### config.mk
export PLATFORM = sky130hd
export DESIGN_NAME = seg_scan_driver_flat
export DESIGN_NICKNAME = d
export VERILOG_FILES = /design/src/rtl/seg_scan_driver_if.sv /design/src/rtl/seg_scan_driver.sv /design/src/flat_wrapper.sv
export SDC_FILE = /design/constraint.sdc
export NUM_CORES = 1
export LEC_CHECK = 0
export ABC_AREA = 1
export BUFFER_PORTS_ARGS = -buffer_cell sky130_fd_sc_hd__buf_2
export CAP_MARGIN = 20
export CORE_AREA = 2 2 106 108
export DETAILED_ROUTE_END_ITERATION = 12
export DIE_AREA = 0 0 108 110
export RECOVER_POWER = 50
export SYNTH_ARGS = -nofsm -noshare
export SYNTH_HDL_FRONTEND = slang
export SYNTH_SLANG_ARGS = --single-unit
### constraint.sdc
create_clock -name clk -period 2.2 [get_ports clk]
set_clock_uncertainty 0.1 [all_clocks]
set_input_delay 0.33 -clock clk [delete_from_list [all_inputs] [get_ports clk]]
set_output_delay 0.33 -clock clk [all_outputs]
set_load 0.02 [all_outputs]
### src/rtl/seg_scan_driver_if.sv
// seg_scan_driver_if: host-side bundle for the multiplexed seven-segment driver.
// Optional feature macro: SEG_BLINK_EN adds the blink_in capture vector.
//
// Handshake: load is a one-cycle strobe with no ready. The driver accepts
// digits_in/blank_in/dp_in (and blink_in) on every rising clk edge where
// load is 1, so the host must hold the data valid for that edge only.
interface seg_scan_driver_if #(
    parameter int NUM_DIGITS = 4
);
    logic [4*NUM_DIGITS-1:0] digits_in;
    logic [NUM_DIGITS-1:0]   blank_in;
    logic [NUM_DIGITS-1:0]   dp_in;
`ifdef SEG_BLINK_EN
    logic [NUM_DIGITS-1:0]   blink_in;
`endif
    logic                    load;
    logic [NUM_DIGITS-1:0]   an_n;
    logic [6:0]              seg_n;
    logic                    dp_n;
    logic                    frame_done;

    // Host side: drives the display data and the load strobe.
    modport master (
        output digits_in, blank_in, dp_in,
`ifdef SEG_BLINK_EN
        output blink_in,
`endif
        output load,
        input  an_n, seg_n, dp_n, frame_done
    );

    // Driver side: consumes the display data, drives the pins.
    modport slave (
        input  digits_in, blank_in, dp_in,
`ifdef SEG_BLINK_EN
        input  blink_in,
`endif
        input  load,
        output an_n, seg_n, dp_n, frame_done
    );
endinterface

### src/rtl/seg_scan_driver.sv
// seg_scan_driver: time-multiplexed hex display driver with an anti-ghost
// guard slot, double-buffered display data and frame-aligned updates.
// Optional feature macro: SEG_BLINK_EN (per-digit blinking, phase toggles
// every BLINK_DIV frames).
module seg_scan_driver #(
    parameter int NUM_DIGITS = 4,
    parameter int PRESCALE   = 50000,
    parameter int BLINK_DIV  = 64
) (
    input logic              clk,
    input logic              rst_n,
    seg_scan_driver_if.slave bus
);
    localparam int IDX_W  = (NUM_DIGITS > 1) ? $clog2(NUM_DIGITS) : 1;
    localparam int PCNT_W = $clog2(PRESCALE);
    localparam logic [PCNT_W-1:0] PCNT_LAST = PCNT_W'(PRESCALE - 1);
    localparam logic [IDX_W-1:0]  IDX_LAST  = IDX_W'(NUM_DIGITS - 1);

    // Reject out-of-range configurations at elaboration.
    if (NUM_DIGITS < 1 || NUM_DIGITS > 8) begin : g_bad_num_digits
        $error("seg_scan_driver: NUM_DIGITS must be 1..8");
    end
    if (PRESCALE < 2 || PRESCALE > (1 << 20)) begin : g_bad_prescale
        $error("seg_scan_driver: PRESCALE must be 2..2^20");
    end
    if (BLINK_DIV < 1) begin : g_bad_blink_div
        $error("seg_scan_driver: BLINK_DIV must be at least 1");
    end

    logic [PCNT_W-1:0]       pcnt;
    logic [IDX_W-1:0]        idx;
    logic                    slot_end;
    logic                    wrap;

    logic [4*NUM_DIGITS-1:0] dig_act,   dig_pend;
    logic [NUM_DIGITS-1:0]   blank_act, blank_pend;
    logic [NUM_DIGITS-1:0]   dp_act,    dp_pend;
    logic                    pend;

    logic [3:0]              nib;
    logic                    dark;
    logic [NUM_DIGITS-1:0]   an_next;
    logic [6:0]              seg_next;
    logic                    dp_next;

    // Slot and frame boundaries; a frame ends when the last digit's slot ends.
    assign slot_end = (pcnt == PCNT_LAST);
    assign wrap     = slot_end && (idx == IDX_LAST);

    // Active-low hex decode, segment order {g,f,e,d,c,b,a}.
    function automatic logic [6:0] hex7(input logic [3:0] v);
        case (v)
            4'h0:    hex7 = 7'b1000000;
            4'h1:    hex7 = 7'b1111001;
            4'h2:    hex7 = 7'b0100100;
            4'h3:    hex7 = 7'b0110000;
            4'h4:    hex7 = 7'b0011001;
            4'h5:    hex7 = 7'b0010010;
            4'h6:    hex7 = 7'b0000010;
            4'h7:    hex7 = 7'b1111000;
            4'h8:    hex7 = 7'b0000000;
            4'h9:    hex7 = 7'b0010000;
            4'hA:    hex7 = 7'b0001000;
            4'hB:    hex7 = 7'b0000011;
            4'hC:    hex7 = 7'b1000110;
            4'hD:    hex7 = 7'b0100001;
            4'hE:    hex7 = 7'b0000110;
            default: hex7 = 7'b0001110;
        endcase
    endfunction

    // Prescaler and digit index: idx steps once per PRESCALE cycles.
    always_ff @(posedge clk or negedge rst_n) begin
        if (!rst_n) begin
            pcnt <= '0;
            idx  <= '0;
        end else if (slot_end) begin
            pcnt <= '0;
            idx  <= (idx == IDX_LAST) ? '0 : idx + 1'b1;
        end else begin
            pcnt <= pcnt + 1'b1;
        end
    end

    // Double buffer: loads park in the pending copy; the active copy only
    // changes on a frame wrap so one frame never mixes old and new data.
    always_ff @(posedge clk or negedge rst_n) begin
        if (!rst_n) begin
            dig_act    <= '0;
            blank_act  <= '0;
            dp_act     <= '0;
            dig_pend   <= '0;
            blank_pend <= '0;
            dp_pend    <= '0;
            pend       <= 1'b0;
        end else if (wrap) begin
            if (bus.load) begin
                dig_act   <= bus.digits_in;
                blank_act <= bus.blank_in;
                dp_act    <= bus.dp_in;
            end else if (pend) begin
                dig_act   <= dig_pend;
                blank_act <= blank_pend;
                dp_act    <= dp_pend;
            end
            pend <= 1'b0;
        end else if (bus.load) begin
            dig_pend   <= bus.digits_in;
            blank_pend <= bus.blank_in;
            dp_pend    <= bus.dp_in;
            pend       <= 1'b1;
        end
    end

`ifdef SEG_BLINK_EN
    localparam int FCNT_W = (BLINK_DIV > 1) ? $clog2(BLINK_DIV) : 1;
    localparam logic [FCNT_W-1:0] FCNT_LAST = FCNT_W'(BLINK_DIV - 1);

    logic [NUM_DIGITS-1:0] blink_act, blink_pend;
    logic [FCNT_W-1:0]     fcnt;
    logic                  phase;

    // Blink mask follows the same pending/active rules as blank_in.
    always_ff @(posedge clk or negedge rst_n) begin
        if (!rst_n) begin
            blink_act  <= '0;
            blink_pend <= '0;
        end else if (wrap) begin
            if (bus.load) begin
                blink_act <= bus.blink_in;
            end else if (pend) begin
                blink_act <= blink_pend;
            end
        end else if (bus.load) begin
            blink_pend <= bus.blink_in;
        end
    end

    // Frame counter; phase flips every BLINK_DIV frames, 0 = digits on.
    always_ff @(posedge clk or negedge rst_n) begin
        if (!rst_n) begin
            fcnt  <= '0;
            phase <= 1'b0;
        end else if (wrap) begin
            if (fcnt == FCNT_LAST) begin
                fcnt  <= '0;
                phase <= ~phase;
            end else begin
                fcnt <= fcnt + 1'b1;
            end
        end
    end

    // Current digit is dark when blanked, or blinking during the off phase.
    always_comb begin
        dark = blank_act[idx] | (phase & blink_act[idx]);
    end
`else
    // Current digit is dark when blanked.
    always_comb begin
        dark = blank_act[idx];
    end
`endif

    // Next pin values: anodes stay off in the first cycle of each slot so the
    // previous digit's segments never ghost onto the new anode.
    always_comb begin
        nib      = dig_act[4*idx +: 4];
        seg_next = dark ? 7'b1111111 : hex7(nib);
        dp_next  = dark ? 1'b1 : ~dp_act[idx];
        an_next  = (pcnt == '0) ? '1 : ~(NUM_DIGITS'(1) << idx);
    end

    // Output registers: all pins share one cycle of latency.
    always_ff @(posedge clk or negedge rst_n) begin
        if (!rst_n) begin
            bus.an_n       <= '1;
            bus.seg_n      <= 7'b1111111;
            bus.dp_n       <= 1'b1;
            bus.frame_done <= 1'b0;
        end else begin
            bus.an_n       <= an_next;
            bus.seg_n      <= seg_next;
            bus.dp_n       <= dp_next;
            bus.frame_done <= wrap;
        end
    end
endmodule

### src/flat_wrapper.sv
// flat-port wrapper written by rule: the top's interface ports become plain ports
module seg_scan_driver_flat 
#(
    parameter int NUM_DIGITS = 4,
    parameter int PRESCALE   = 50000,
    parameter int BLINK_DIV  = 64
)
  (clk, rst_n, bus_digits_in, bus_blank_in, bus_dp_in, bus_load, bus_an_n, bus_seg_n, bus_dp_n, bus_frame_done);
  seg_scan_driver_if #(.NUM_DIGITS(NUM_DIGITS)) bus_i ();
  input logic clk;
  input logic rst_n;
  input wire logic [$bits(bus_i.digits_in)-1:0] bus_digits_in;
  input wire logic [$bits(bus_i.blank_in)-1:0] bus_blank_in;
  input wire logic [$bits(bus_i.dp_in)-1:0] bus_dp_in;
  input wire logic [$bits(bus_i.load)-1:0] bus_load;
  output wire logic [$bits(bus_i.an_n)-1:0] bus_an_n;
  output wire logic [$bits(bus_i.seg_n)-1:0] bus_seg_n;
  output wire logic [$bits(bus_i.dp_n)-1:0] bus_dp_n;
  output wire logic [$bits(bus_i.frame_done)-1:0] bus_frame_done;
  assign bus_i.digits_in = bus_digits_in;
  assign bus_i.blank_in = bus_blank_in;
  assign bus_i.dp_in = bus_dp_in;
  assign bus_i.load = bus_load;
  assign bus_an_n = bus_i.an_n;
  assign bus_seg_n = bus_i.seg_n;
  assign bus_dp_n = bus_i.dp_n;
  assign bus_frame_done = bus_i.frame_done;
  seg_scan_driver #(.NUM_DIGITS(NUM_DIGITS), .PRESCALE(PRESCALE), .BLINK_DIV(BLINK_DIV)) u_core (.clk(clk), .rst_n(rst_n), .bus(bus_i));
endmodule
==> results of run 1 <==
==> path summary, 6_finish.rpt <==
| check | end | slack, ns | startpoint | cells after the start |
|---|---|---|---|---|
| max in group asynchronous | u_core.dp_pend[2]$_DFFE_PN0P_ | 0.36 | rst_n | 3 |
| hold / removal | u_core.dig_pend[15]$_DFFE_PN0P_ | 0.11 | bus_digits_in[15] | 3 |
| min in group asynchronous | u_core.pcnt[13]$_DFF_PN0_ | 0.66 | rst_n | 2 |
| hold reg to reg | u_core.dig_pend[15]$_DFFE_PN0P_ | 0.38 | u_core.dig_pend[15]$_DFFE_PN0P_ | 2 |
| setup reg to reg | u_core.bus.seg_n[0]$_DFF_PN1_ | 0.26 | u_core.idx[0]$_DFFE_PN0N_ | 10 |
| setup / recovery | u_core.bus.seg_n[0]$_DFF_PN1_ | 0.26 | u_core.idx[0]$_DFFE_PN0N_ | 10 |
==> cell families after synthesis <==
group | Yosys count
AND/OR/NAND/NOR | 335
buffers and inverters | 82
flip-flops | 80
AO/OA/AOI/OAI | 39
adder cells (fa/ha/maj) | 12
XOR/XNOR | 6
==> synth_stat cells (all sizes together) <==
master | count | area [um^2]
buf | 17 | 101.3
a21oi | 5 | 25.02
dfstp | 12 | 315.3
xor2 | 5 | 43.79
dfrtp | 68 | 1702
nand2 | 201 | 764.5
or2 | 1 | 6.260
nor3 | 4 | 20.02
o21ai | 32 | 160.2
inv | 56 | 210.2
o21bai | 1 | 7.510
nand3 | 58 | 307.8
ha | 12 | 150.1
o22ai | 1 | 6.260
clkinv | 1 | 3.750
xnor2 | 1 | 8.760
nand4 | 29 | 187.7
nor2 | 42 | 172.7
clkbuf | 8 | 30.03
==> layout by cell type (no fill, tap or decap), types with 2 or more instances in the layout <==
| cell | netlist | routed |
|---|---|---|
| ha_1 | 12 | 12 |
| buf_4 | 3 | 9 |
| clkbuf_8 | 0 | 10 |
| nand2_1 | 199 | 199 |
| o21ai_0 | 32 | 32 |
| clkinv_2 | 0 | 2 |
| clkbuf_1 | 8 | 5 |
| nor2_1 | 40 | 40 |
| clkinvlp_4 | 0 | 3 |
| nor2_4 | 2 | 2 |
| nor3_1 | 4 | 4 |
| dfrtp_1 | 68 | 68 |
| nand4_1 | 28 | 28 |
| inv_1 | 55 | 55 |
| dfstp_2 | 12 | 12 |
| nand3_1 | 56 | 57 |
| buf_2 | 9 | 35 |
| xor2_1 | 5 | 5 |
| a21oi_1 | 5 | 5 |
==> cell type report <==
type | instances | area share
clock inverters | 5 | 0.006887
well taps | 140 | 0.03709
inverters | 57 | 0.04530
multi-input cells | 392 | 0.3928
repair buffers | 50 | 0.06093
clock buffers | 11 | 0.02993
flip-flops and latches | 80 | 0.4270
==> power by group <==
part | total (mW) | internal [mW] | switching [mW]
Combinational | 0.176 | 0.0629 | 0.113
Clock | 0.992 | 0.437 | 0.555
Sequential | 1.53 | 1.51 | 0.0193
==> per-layer routing <==
layer | part of all wire | global-route usage | wire length, um
met1 | 0.52 | 0.2337 | 4689
met2 | 0.42 | 0.2502 | 3824
met3 | 0.049 | 0.04174 | 444
met4 | 0.013 | 0.05495 | 116
met5 | 0 | 0 | 0
==> state kept, by name, summed over array words and instances, names as in the netlist, 2 cells and up <==
signal,flops
u_core.bus.seg_n,7
u_core.dp_act,4
u_core.dig_act,16
u_core.dp_pend,4
u_core.dig_pend,16
u_core.idx,2
u_core.blank_act,4
u_core.blank_pend,4
u_core.pcnt,16
u_core.bus.an_n,4
==> timing repair <==
action / 4_1_cts / 5_1_grt
setup buffers: 0 / 0
hold endpoints to repair: 10 / 0
hold buffers: 1 / 0
==> critical path, stage by stage, from the launching register on <==
cell and delay (ns):
dfrtp_1 0.39, inv_1 0.34, nand2_1 0.11, nand3_1 0.09, nand2_1 0.16, inv_1 0.14, ha_1 0.23, inv_1 0.07
nand2_1 0.09, nand3_1 0.07, nand3_1 0.09
==> metrics.yaml, run 1 <==
grt.overflow.total: 0
finish.utilization: 0.4415
syn_nets: 593
drc: 0
hold_path_class: "primary input to register"
drtAntennaViolNets: 0
start_util: 0.3947
antenna_found_initial: 0
synth_area_um2: 4223
seq_area_um2: 2017
synth_top_family_by_area: "simple AND/OR/NAND/NOR gates"
cts_resized: 0
route.vias.total: 3563
slew_viol_final: 0
ys_types: 29
coreArea_um2: 10700
rows: 38
hpwlAfterDp_um: 6521
synth-simple-area-share: 0.3455
synth.avg_cell_area_um2: 7.622
synth_mux_area_frac: 0
drt-total-wl_um: 9076
dp_cells: 718
start_kind: "register"
hold_ws_ns: 0.1145
drv_cap: 0
first_global_vias: 3310
nFillCells: 1108
wire_per_inst_um: 12.35
grt_max_degree: 44
cts_buffers: 9
cts_max_path_buffers: 2
htree_levels: 3
clock_sinks: 80
n_antenna_cell: 0
syn_inst: 554
arrival_ns: 2.14
timing.fmax_mhz: 514.7
instances_no_fill: 735
io_buffers: 39
io_pins: 40
drive_gt1_frac: 0.1345
setup_violations: 0
synth_fa_ha_area_frac: 0.03556
leakage_nw: 2.484
ir_worst_vdd_mv: 0.3646
finalSetupTns_ns: 0
ys_seq_area_frac: 0.4776
setup_ws_ns: 0.2572
fp.dieW_um: 108
cts_tree: "built"
worstPathRequired_ns: 2.39
placed_cell_area_um2: 4552
multi_input_area_um2: 1856
fin_crit_sh: 0.8831
ys_ff_latch: 80
die_y_um: 110
root_buffer: "clkbuf_8"
final_nets: 629
dp_slack_ns: 0.3060
cp_max_fo: 16
clk_latency_ns: 0.36
synth_compound_area_frac: 0.04711
end_kind: "register"
die-area_um2: 11880
ys_warn_count: 0
finalPower_mw: 2.696
synth_xor_area_frac: 0.01244
firstDrtPassIters: 4
finalHoldViolations: 0
grt_use_total: 0.1658
power_density_nw_per_um2: 570.8
slew_headroom: 0.1543
crit_type: "register to register"
area_growth_pct: 11.85
worst_pin_slew_ns: 1.269
vias_per_cell: 4.848
drtIter0Drc: 248
fin_area_um2: 4723
status: "complete, no violations"
min_period_ns: 1.943
gp_congestion: 0.8687
grt_pass1_wl_um: 15490
clk_pin_slew_ns: 0.09
rsz0062_at_grt: "false"
(Power assumes the default switching activity.)
==> run 2, diff against run 1 <==
Settings changed: ABC_AREA 1 to default, CORE_AREA 2 2 106 108 to 2 2 103 105, DIE_AREA 0 0 108 110 to 0 0 105 107, REMOVE_ABC_BUFFERS from default to 1.
==> run 2 against run 1 <==
Non-clock buffer count is 36 higher. Largest power group unchanged. Utilization is 5.0 points higher. Power is 17% higher. Critical endpoint is now u_core.dig_pend[5]$_DFFE_PN0P_. Setup slack worse by 0.41 ns. Highest routed layer unchanged. Final cell count is 22% lower. Register-to-register slack worse by 0.41 ns. Combinational power is 110% higher. First-iteration DRC count is 65% lower. The run now ends with negative setup slack left. Clock power is 19% higher. Wire length is 7.0% lower. Sequential power is 5% higher. Synthesized cell count is 36% lower.
==> metrics.yaml, run 2 <==
io_pins: 40
instances_no_fill: 571
slowest_stage: "or4_4"
post-synth-top-area-cell: "dfrtp_1"
clk_pin_slew_ns: 0.08
die_y_um: 107
finish.utilization: 0.4913
power_density_nw_per_um2: 638.1
drt-total-wl_um: 8439
hold_start: "bus_digits_in[11]"
setup_violations: 44
area_growth_pct: 26.05
clk_latency_ns: 0.35
arrival_ns: 2.49
ys.flop_type: "dfrtp_1"
slew_headroom: 0.3321
gp_congestion: 0.7944
cts_max_path_buffers: 2
grt.overflow.total: 0
ys_warn_count: 0
timing.fmax_mhz: 425.7
fin_area_um2: 4959
worstPathRequired_ns: 2.34
drv_cap: 0
failed_checks: "negative setup slack"
cp_max_fo: 7
hpwlAfterDp_um: 5659
antenna_found_initial: 0
drtIter0Drc: 88
synth_edf_count: 0
first_global_vias: 2968
start_util: 0.3898
rsz0062_at_grt: "true"
fp.dieW_um: 105
synth.avg_cell_area_um2: 11.18
nFillCells: 982
hold_ws_ns: 0.1150
start_kind: "register"
syn_inst: 352
worst_pin_slew_ns: 1.002
drc: 0
ys_top_cells_by_area: "dfrtp_1, dfstp_2, mux2_2"
vias_per_cell: 5.121
grt_pass1_wl_um: 14580
fin_crit_sh: 1.068
synth_top_cell_area_share: 0.4326
cts_tree: "built"
htree_levels: 3
finalHoldViolations: 0
final_nets: 469
final_common_cell: "dfrtp_1"
grt_use_total: 0.1655
n_antenna_cell: 0
yosysMostFrequentCell: "dfrtp_1"
worstSetupStartpoint: "u_core.pcnt[5]$_DFF_PN0_"
route.vias.total: 2924
largest_registers: "u_core.dig_act (16), u_core.dig_pend (16), u_core.pcnt (16)"
synth_area_um2: 3934
worstPathCellList: "or4_4 > or4_4 > o21ai_4 > buf_12 > buf_12 > mux2_4"
synthTopCellsByCount: "dfrtp_1, inv_1, mux2_2"
drtAntennaViolNets: 0
dp_slack_ns: -0.1821
coreArea_um2: 10090
end_kind: "register"
ys_ff_latch: 80
wire_per_inst_um: 14.78
cts_buffers: 9
placed_cell_area_um2: 4563
dp_cells: 549
setup_ws_ns: -0.1493
io_buffers: 39
ys_types: 43
max_stage_delay_ns: 0.54
min_period_ns: 2.349
die-area_um2: 11240
clock_sinks: 80
grt_max_degree: 42
crit_type: "register to register"
slew_viol_final: 0
firstDrtPassIters: 4
ir_worst_vdd_mv: 0.2900
ys_seq_area_frac: 0.5127
hold_path_class: "primary input to register"
root_buffer: "clkbuf_8"
most-common-layout-cells: "dfrtp_1, buf_2, buf_4"
status: "complete, but fails checks"
worstReg2RegStart: "u_core.pcnt[5]$_DFF_PN0_"
leakage_nw: 2.270
async_flop_share: 1.000
rows: 37
drive_gt1_frac: 0.3356
## run 2: final cells by class
type,instances,area [um^2],area share
Tap cell,136,170.2,0.03432
Inverter,31,116.4,0.02347
Clock buffer,13,148.9,0.03003
Sequential cell,80,2018,0.4070
Multi-Input combinational cell,222,1817,0.3664
Clock inverter,3,65.06,0.01312
Timing Repair Buffer,86,623.1,0.1257
## run 2: cells by family after synthesis
group           after synthesis  synth area share
compound gates               68            0.1190
flops                        80            0.5127
mux                          34            0.1104
buf+inv                      50           0.05216
xor+xnor                     11           0.02449
fa+ha+maj                    12           0.03817
simple gates                 97            0.1431
## run 2: critical path: cells and delay by family (launching register included)
kind                   cells  cell delay (ns)
AOI/OAI and AO/OA          1             0.19
buffers and inverters      2             0.28
DFF                        1             0.38
muxes                      1             0.30
and+or+nand+nor            2             1.00
## run 2: final timing paths
| check | to | slack [ns] | cells past startpoint |
|---|---|---|---|
| hold reg to reg | u_core.dp_pend[2]$_DFFE_PN0P_ | 0.40 | 1 |
| setup / recovery | u_core.dig_pend[5]$_DFFE_PN0P_ | -0.15 | 6 |
| hold / removal | u_core.dig_pend[11]$_DFFE_PN0P_ | 0.12 | 2 |
| max in group asynchronous | u_core.pcnt[11]$_DFF_PN0_ | 0.25 | 3 |
| setup reg to reg | u_core.dig_pend[5]$_DFFE_PN0P_ | -0.15 | 6 |
| min in group asynchronous | u_core.dig_pend[14]$_DFFE_PN0P_ | 0.58 | 2 |
## run 2: routing by layer
layer	GRT usage	routed length, um	part of all wire	vias up
li1	-	-	-	1407
met1	0.2199	3912	0.46	1445
met2	0.2672	4049	0.48	58
met3	0.02492	287	0.034	14
met4	0.07810	189	0.022	0
met5	0	0	0	-
## run 2: stage by stage
stage | setup TNS (ns) | power [mW]
2_1_floorplan | -24.68 | 1.815
3_3_place_gp | -5.373 | 1.952
3_5_place_dp | -5.962 | 1.964
4_1_cts | -5.575 | 3.214
5_1_grt | -9.328 | 3.300
6_report | -4.632 | 3.164
## run 2: what timing repair did
action | in CTS | in global routing
hold buffers | 1 | 0
endpoints found under the hold margin | 28 | 0
gates cloned | 3 | 1
pin swaps | 3 | 1
resized for setup | 33 | 3
buffers inserted | 3 | 0
endpoints found under the setup margin | 45 | 45
## run 2: power by group
group | switching (mW) | leakage (nW) | internal [mW] | total (mW)
registers | 0.0392 | 0.946 | 1.56 | 1.60
clock network | 0.515 | 0.108 | 0.670 | 1.18
logic | 0.180 | 1.22 | 0.197 | 0.376
